### config.mk
export PLATFORM = sky130hd
export DESIGN_NAME = mult_acc_drain
export DESIGN_NICKNAME = d
export VERILOG_FILES = /design/src/rtl/mult_acc_drain.sv
export SDC_FILE = /design/constraint.sdc
export NUM_CORES = 1
export LEC_CHECK = 0
export CORE_ASPECT_RATIO = 1.5
export CORE_UTILIZATION = 52
export CTS_BUF_LIST = sky130_fd_sc_hd__clkbuf_16
export CTS_CLUSTER_SIZE = 12
export DETAILED_ROUTE_END_ITERATION = 16
export PLACE_DENSITY = 0.82
export SYNTH_ARGS = -nofsm -noshare
export SYNTH_HDL_FRONTEND = slang
export SYNTH_SLANG_ARGS = --single-unit
### constraint.sdc
create_clock -name clk -period 10.85 [get_ports clk]
set_input_delay 2.17 -clock clk [delete_from_list [all_inputs] [get_ports clk]]
set_output_delay 2.17 -clock clk [all_outputs]
set_load 0.02 [all_outputs]
### src/rtl/mult_acc_drain.sv
// Product accumulator: buffers signed products in a small FIFO, sums groups of
// acc_len sign-extended products and presents each sum under a valid/ready hold.
`ifndef MAX_PRECISION
`define MAX_PRECISION 32
`endif

module mult_acc_drain #(
    parameter int FIFO_DEPTH = 4,
    parameter int ACC_GUARD  = 8
) (
    input  logic                                    clk,
    input  logic                                    rst_n,
    input  logic                                    en,
    input  logic [5:0]                              precision,
    input  logic [2*`MAX_PRECISION-1:0]             prod_in,
    input  logic                                    prod_valid,
    input  logic [7:0]                              acc_len,
    output logic                                    stall,
    output logic [2*`MAX_PRECISION+ACC_GUARD-1:0]   out_sum,
    output logic                                    out_valid,
    input  logic                                    out_ready,
    output logic                                    ovf_err
);

    localparam int P2 = 2 * `MAX_PRECISION;
    localparam int AW = P2 + ACC_GUARD;
    localparam int PW = (FIFO_DEPTH > 1) ? $clog2(FIFO_DEPTH) : 1;

    // state | meaning
    // IDLE  | waiting for the first product of a group
    // ACCUM | summing products until the latched length is reached
    // HOLD  | out_sum presented with out_valid, waiting for out_ready
    typedef enum logic [1:0] {
        IDLE  = 2'd0,
        ACCUM = 2'd1,
        HOLD  = 2'd2
    } state_t;

    state_t          state_q, state_d;
    logic [P2-1:0]   mem_q [FIFO_DEPTH];
    logic [PW-1:0]   rd_ptr_q, wr_ptr_q;
    logic [PW:0]     count_q, count_d;
    logic [AW-1:0]   acc_q, acc_d;
    logic [AW-1:0]   sum_q, sum_d;
    logic [AW-1:0]   acc_plus;
    logic [7:0]      cnt_q, cnt_d;
    logic [7:0]      len_q, len_d;
    logic [7:0]      len_new;
    logic            valid_q, valid_d;
    logic            ovf_q, ovf_d;

    logic            empty, full, pop, push, drop;
    logic [P2-1:0]   head;
    logic [7:0]      width_bits, shamt;
    logic signed [P2-1:0] head_sh;
    logic [AW-1:0]   head_ext;

    assign empty = (count_q == '0);
    assign full  = (count_q == (PW+1)'(FIFO_DEPTH));
    assign pop   = en && !empty && ((state_q == IDLE) || (state_q == ACCUM));
    assign push  = en && prod_valid && (!full || pop);
    assign drop  = en && prod_valid && full && !pop;
    assign stall = rst_n && (count_q >= (PW+1)'(FIFO_DEPTH - 1));

    // Sign bit sits at 2*precision-1; shift it to the top, then arithmetic-shift back.
    always_comb begin
        head       = mem_q[rd_ptr_q];
        width_bits = 8'(P2);
        case (precision)
            6'd4, 6'd8, 6'd16, 6'd32: begin
                if ({2'b00, precision} <= 8'(`MAX_PRECISION))
                    width_bits = {1'b0, precision, 1'b0};
            end
            default: width_bits = 8'(P2);
        endcase
        shamt    = 8'(P2) - width_bits;
        head_sh  = $signed(head << shamt) >>> shamt;
        head_ext = {{ACC_GUARD{head_sh[P2-1]}}, head_sh};
    end

    always_comb begin
        state_d  = state_q;
        acc_d    = acc_q;
        sum_d    = sum_q;
        cnt_d    = cnt_q;
        len_d    = len_q;
        ovf_d    = ovf_q || drop;
        count_d  = count_q + {{PW{1'b0}}, push} - {{PW{1'b0}}, pop};
        acc_plus = acc_q + head_ext;
        len_new  = (acc_len == 8'd0) ? 8'd1 : acc_len;
        if (en) begin
            case (state_q)
                IDLE: begin
                    if (pop) begin
                        len_d = len_new;
                        acc_d = head_ext;
                        cnt_d = 8'd1;
                        if (len_new == 8'd1) begin
                            state_d = HOLD;
                            sum_d   = head_ext;
                        end else begin
                            state_d = ACCUM;
                        end
                    end
                end
                ACCUM: begin
                    if (pop) begin
                        acc_d = acc_plus;
                        cnt_d = cnt_q + 8'd1;
                        if (({1'b0, cnt_q} + 9'd1) == {1'b0, len_q}) begin
                            state_d = HOLD;
                            sum_d   = acc_plus;
                        end
                    end
                end
                HOLD: begin
                    if (out_ready)
                        state_d = IDLE;
                end
                default: state_d = IDLE;
            endcase
        end
        valid_d = (state_d == HOLD);
    end

    always_ff @(posedge clk or negedge rst_n) begin
        if (!rst_n) begin
            state_q  <= IDLE;
            acc_q    <= '0;
            sum_q    <= '0;
            cnt_q    <= '0;
            len_q    <= 8'd1;
            valid_q  <= 1'b0;
            ovf_q    <= 1'b0;
            count_q  <= '0;
            rd_ptr_q <= '0;
            wr_ptr_q <= '0;
            for (int i = 0; i < FIFO_DEPTH; i++)
                mem_q[i] <= '0;
        end else begin
            state_q <= state_d;
            acc_q   <= acc_d;
            sum_q   <= sum_d;
            cnt_q   <= cnt_d;
            len_q   <= len_d;
            valid_q <= valid_d;
            ovf_q   <= ovf_d;
            count_q <= count_d;
            if (push) begin
                mem_q[wr_ptr_q] <= prod_in;
                wr_ptr_q        <= wr_ptr_q + PW'(1);
            end
            if (pop)
                rd_ptr_q <= rd_ptr_q + PW'(1);
        end
    end

    assign out_sum   = sum_q;
    assign out_valid = valid_q;
    assign ovf_err   = ovf_q;

endmodule
==> flow_metrics.py <==
metrics = {
    "sta": {
        "setup_total_negative_slack_ns": 0,
        "report.final.hold_viol_count": 0,
        "setup_violators_final": 0,
        "relSlewSlack_pct": -0.670,
        "timing.final.max_slew_violations": 19,
        "final_period_minus_worst_setup_slack_ns": 9.82,
        "timing.clock.skew_ns": 0.0277,
        "fin_crit_sh_pct": 90.5,
        "fmax_mhz": 102,
        "grt_setup_unrepaired": "false",
        "worst-slew-pin-transition_ns": 1.50,
    },
    "cts": {
        "post_cts_buffers": 0,
        "cts.reportedPaths.clkPinSlew_ns": 0.06,
        "cts_inserted_buffers": 44,
        "cts-root-to-sink-buffers": 3,
        "clk-insertion-delay-late_ns": 0.62,
        "cts_repair_resize_count": 0,
        "clock_tree_from_tritoncts": "done",
        "cts.sinks": 427,
        "root_buffer": "sky130_fd_sc_hd__clkbuf_16",
        "cts_hold_buffers": 0,
        "htreeDepth": 2,
    },
    "pwr": {
        "powerDensity_nw_per_um2": 316,
        "peakVddDrop_uv": 275,
        "cellLeakagePower_nw": 13.5,
    },
    "floorplan": {
        "floorplan.die_area_um2": 56300,
        "top_level_ports": 158,
        "die_h_um": 290,
        "rows": 105,
        "floorplan.core_area_um2": 54700,
        "die_width_um": 194,
        "floorplan.initialDensity_pct": 52.7,
    },
    "placed_design": {
        "gp_congestion": 1.03,
        "detailed_place_hpwl_um": 76100,
        "place.port_buffers": 157,
    },
    "logic_synthesis": {
        "ys_dominant_reg_cell": "sky130_fd_sc_hd__dfrtp_1",
        "edff_count_synth": 0,
        "synthesis.area_um2": 28800,
        "synth_cells": 2813,
        "syn_area_per_cell_um2": 10.2,
        "synth_async_sr_flop_share_pct": 100,
        "yosys_register_bits": 427,
        "synth.yosys.seq_area_share_pct": 37.1,
        "synth.distinct_cells": 97,
        "number_of_warnings_printed_during_yosys_synthesis": 0,
    },
    "setup_path": {
        "crit_start": "precision[4]",
        "required_ns": 11.34,
        "worstPathArrival_ns": 10.31,
        "worstSetupEndpointType": "flip-flop",
        "worstReg2RegStart": "rd_ptr_q[1]",
        "worstSetupStartpointType": "input port",
        "setup.reg_to_reg.worst_slack_ns": 2.41,
        "critical_path.reg2reg.endpoint": "out_sum[69]",
        "critical_path_class": "input port to flip-flop",
        "worst_setup_path_endpoint": "out_sum[69]",
        "cp_max_fo": 26,
        "r2r_cells": 21,
    },
    "grt": {
        "vias_in_the_first_global_route": 25000,
        "overflow": 0,
        "antenna_found_initial": 3,
        "grt_pass1_wl_um": 156000,
        "grt.total_usage_pct": 36.7,
        "grt_max_degree": 181,
    },
    "cells_and_area": {
        "share_of_cells_above_drive_strength_1_pct": 20.7,
        "final_cell_mix": "424 x sky130_fd_sc_hd__dfrtp_1, 307 x sky130_fd_sc_hd__mux2_2, 260 x sky130_fd_sc_hd__nand2_1, 212 x sky130_fd_sc_hd__o21ai_0, 183 x sky130_fd_sc_hd__nor2_1",
        "finish.utilization_pct": 58.5,
        "syn_to_final_growth_pct": 11.2,
        "num-fill-cells": 4558,
        "final_net_count": 3025,
        "final_common_cell": "sky130_fd_sc_hd__dfrtp_1",
    },
    "detailed_routing": {
        "drt_pre_antenna_iters": 6,
        "drt_drc_violations_left": 0,
        "vias": 24100,
        "routedWlPerCell_um": 28.8,
        "wl_um": 103000,
        "routed_vias_inst": 6.75,
        "drt-initial-drc-count": 1921,
        "antenna_left": 0,
    },
    "worst_hold_path": {
        "worst_hold_startpoint": "ovf_err",
        "worstHoldPathType": "flip-flop to flip-flop",
    },
    "outcome": {
        "failed_checks": "max-slew violations",
        "outcome": "finished, violations left",
    },
    "job": {
        "max-cap-violations": 0,
    },
}
==> cells by family (layout without fill, tap and decap cells) <==
kind of cell | count (synthesis) | in the layout | share of synthesized area, %
adder cells (fa/ha/maj) | 82 | 82 | 3.62
AO/OA/AOI/OAI | 772 | 772 | 17.4
XOR/XNOR | 76 | 76 | 2.31
flip-flops | 427 | 427 | 37.1
AND/OR/NAND/NOR | 696 | 696 | 11.0
other | 1 | 3 | 0.0130
buffers and inverters | 246 | 314 | 3.93
multiplexers | 513 | 513 | 24.6
==> state kept, by name, summed over array words and instances (netlist names) <==
register and flops:
mem_q 256, out_valid 1, rd_ptr_q 2, count_q 3
ovf_err 1, cnt_q 8, acc_q 72, len_q 8
out_sum 72, state_q 2, wr_ptr_q 2
==> critical path, cell delays in order <==
cell and delay (ns):
sky130_fd_sc_hd__clkdlybuf4s50_1 0.52, sky130_fd_sc_hd__nor4_1 0.69, sky130_fd_sc_hd__nand2_1 0.74, sky130_fd_sc_hd__buf_12 0.41
sky130_fd_sc_hd__o22ai_1 0.18, sky130_fd_sc_hd__a21oi_1 0.12, sky130_fd_sc_hd__a21oi_1 0.19, sky130_fd_sc_hd__mux2i_1 0.09
sky130_fd_sc_hd__mux2_2 0.33, sky130_fd_sc_hd__a31oi_1 1.08, sky130_fd_sc_hd__ha_1 0.51, sky130_fd_sc_hd__a21oi_1 0.21
sky130_fd_sc_hd__o21ai_0 0.15, sky130_fd_sc_hd__o31ai_1 0.45, sky130_fd_sc_hd__and3_1 0.27, sky130_fd_sc_hd__a2111oi_2 0.15
sky130_fd_sc_hd__o31ai_1 0.84, sky130_fd_sc_hd__o21ai_0 0.37, sky130_fd_sc_hd__a21boi_0 0.46, sky130_fd_sc_hd__mux2i_1 0.26
sky130_fd_sc_hd__nand2_1 0.07
==> cell usage after synthesis, drive strengths merged (30+ instances only) <==
cell	count	share of area, %
a211oi	33	0.88
xnor2	46	1.4
o211ai	36	0.94
mux4	125	9.8
clkbuf	121	1.6
inv	41	0.53
nor3	57	1.0
xor2	30	0.91
a21o	40	1.0
buf	83	1.8
o21ai	238	4.2
a21oi	179	3.2
mux2	310	12
and3	32	0.71
a31oi	31	0.75
dfrtp	426	37
nor2	186	2.4
nand2	267	3.5
ha	80	3.5
nand3	45	0.78
mux2i	78	2.7
==> metal layers <==
layer / GRT usage (%) / vias up / share of wire, %
li1: - / 10600 / -
met1: 39.3 / 12000 / 35
met2: 63.9 / 1085 / 50
met3: 6.78 / 382 / 6.1
met4: 28.3 / 2 / 9.2
met5: 0 / - / 0.013
==> layout make-up <==
cell class / instances / area [um2] / area share [%]
Timing Repair Buffer: 204 / 1970 / 6.15
Antenna cell: 1 / 2.50 / 0.00782
Multi-Input combinational cell: 2141 / 17000 / 53.2
Clock buffer: 44 / 1100 / 3.44
Sequential cell: 427 / 10700 / 33.4
Tap cell: 695 / 870 / 2.72
Inverter: 42 / 158 / 0.493
Clock inverter: 24 / 170 / 0.532
==> where the power goes <==
group,internal (W),switching (W)
registers,0.00233,0.000671
logic,0.00250,0.00321
clock network,0.000737,0.000657
total,0.00557,0.00454
==> worst min-delay path by stage <==
stage / depth (start not counted) / to
after floorplan: 2 / acc_q[0]
after global placement: 1 / ovf_err
after detailed placement: 1 / ovf_err
after CTS: 1 / ovf_err
after global routing: 1 / ovf_err
final: 1 / ovf_err
==> stage by stage <==
step,hold WS [ns],instances,worst slack [ns],total power (W),cell area (um2)
6_report,0.470,3578,1.03,0.0101,32000
3_5_place_dp,0.463,3509,1.00,0.00858,30700
5_1_grt,0.500,3577,0.752,0.0106,32000
3_3_place_gp,0.462,3509,1.13,0.00837,30700
4_1_cts,0.477,3577,1.59,0.0100,32000
2_1_floorplan,0.456,2814,3.06,0.00676,28800
Power figures use the tool's default switching activity.
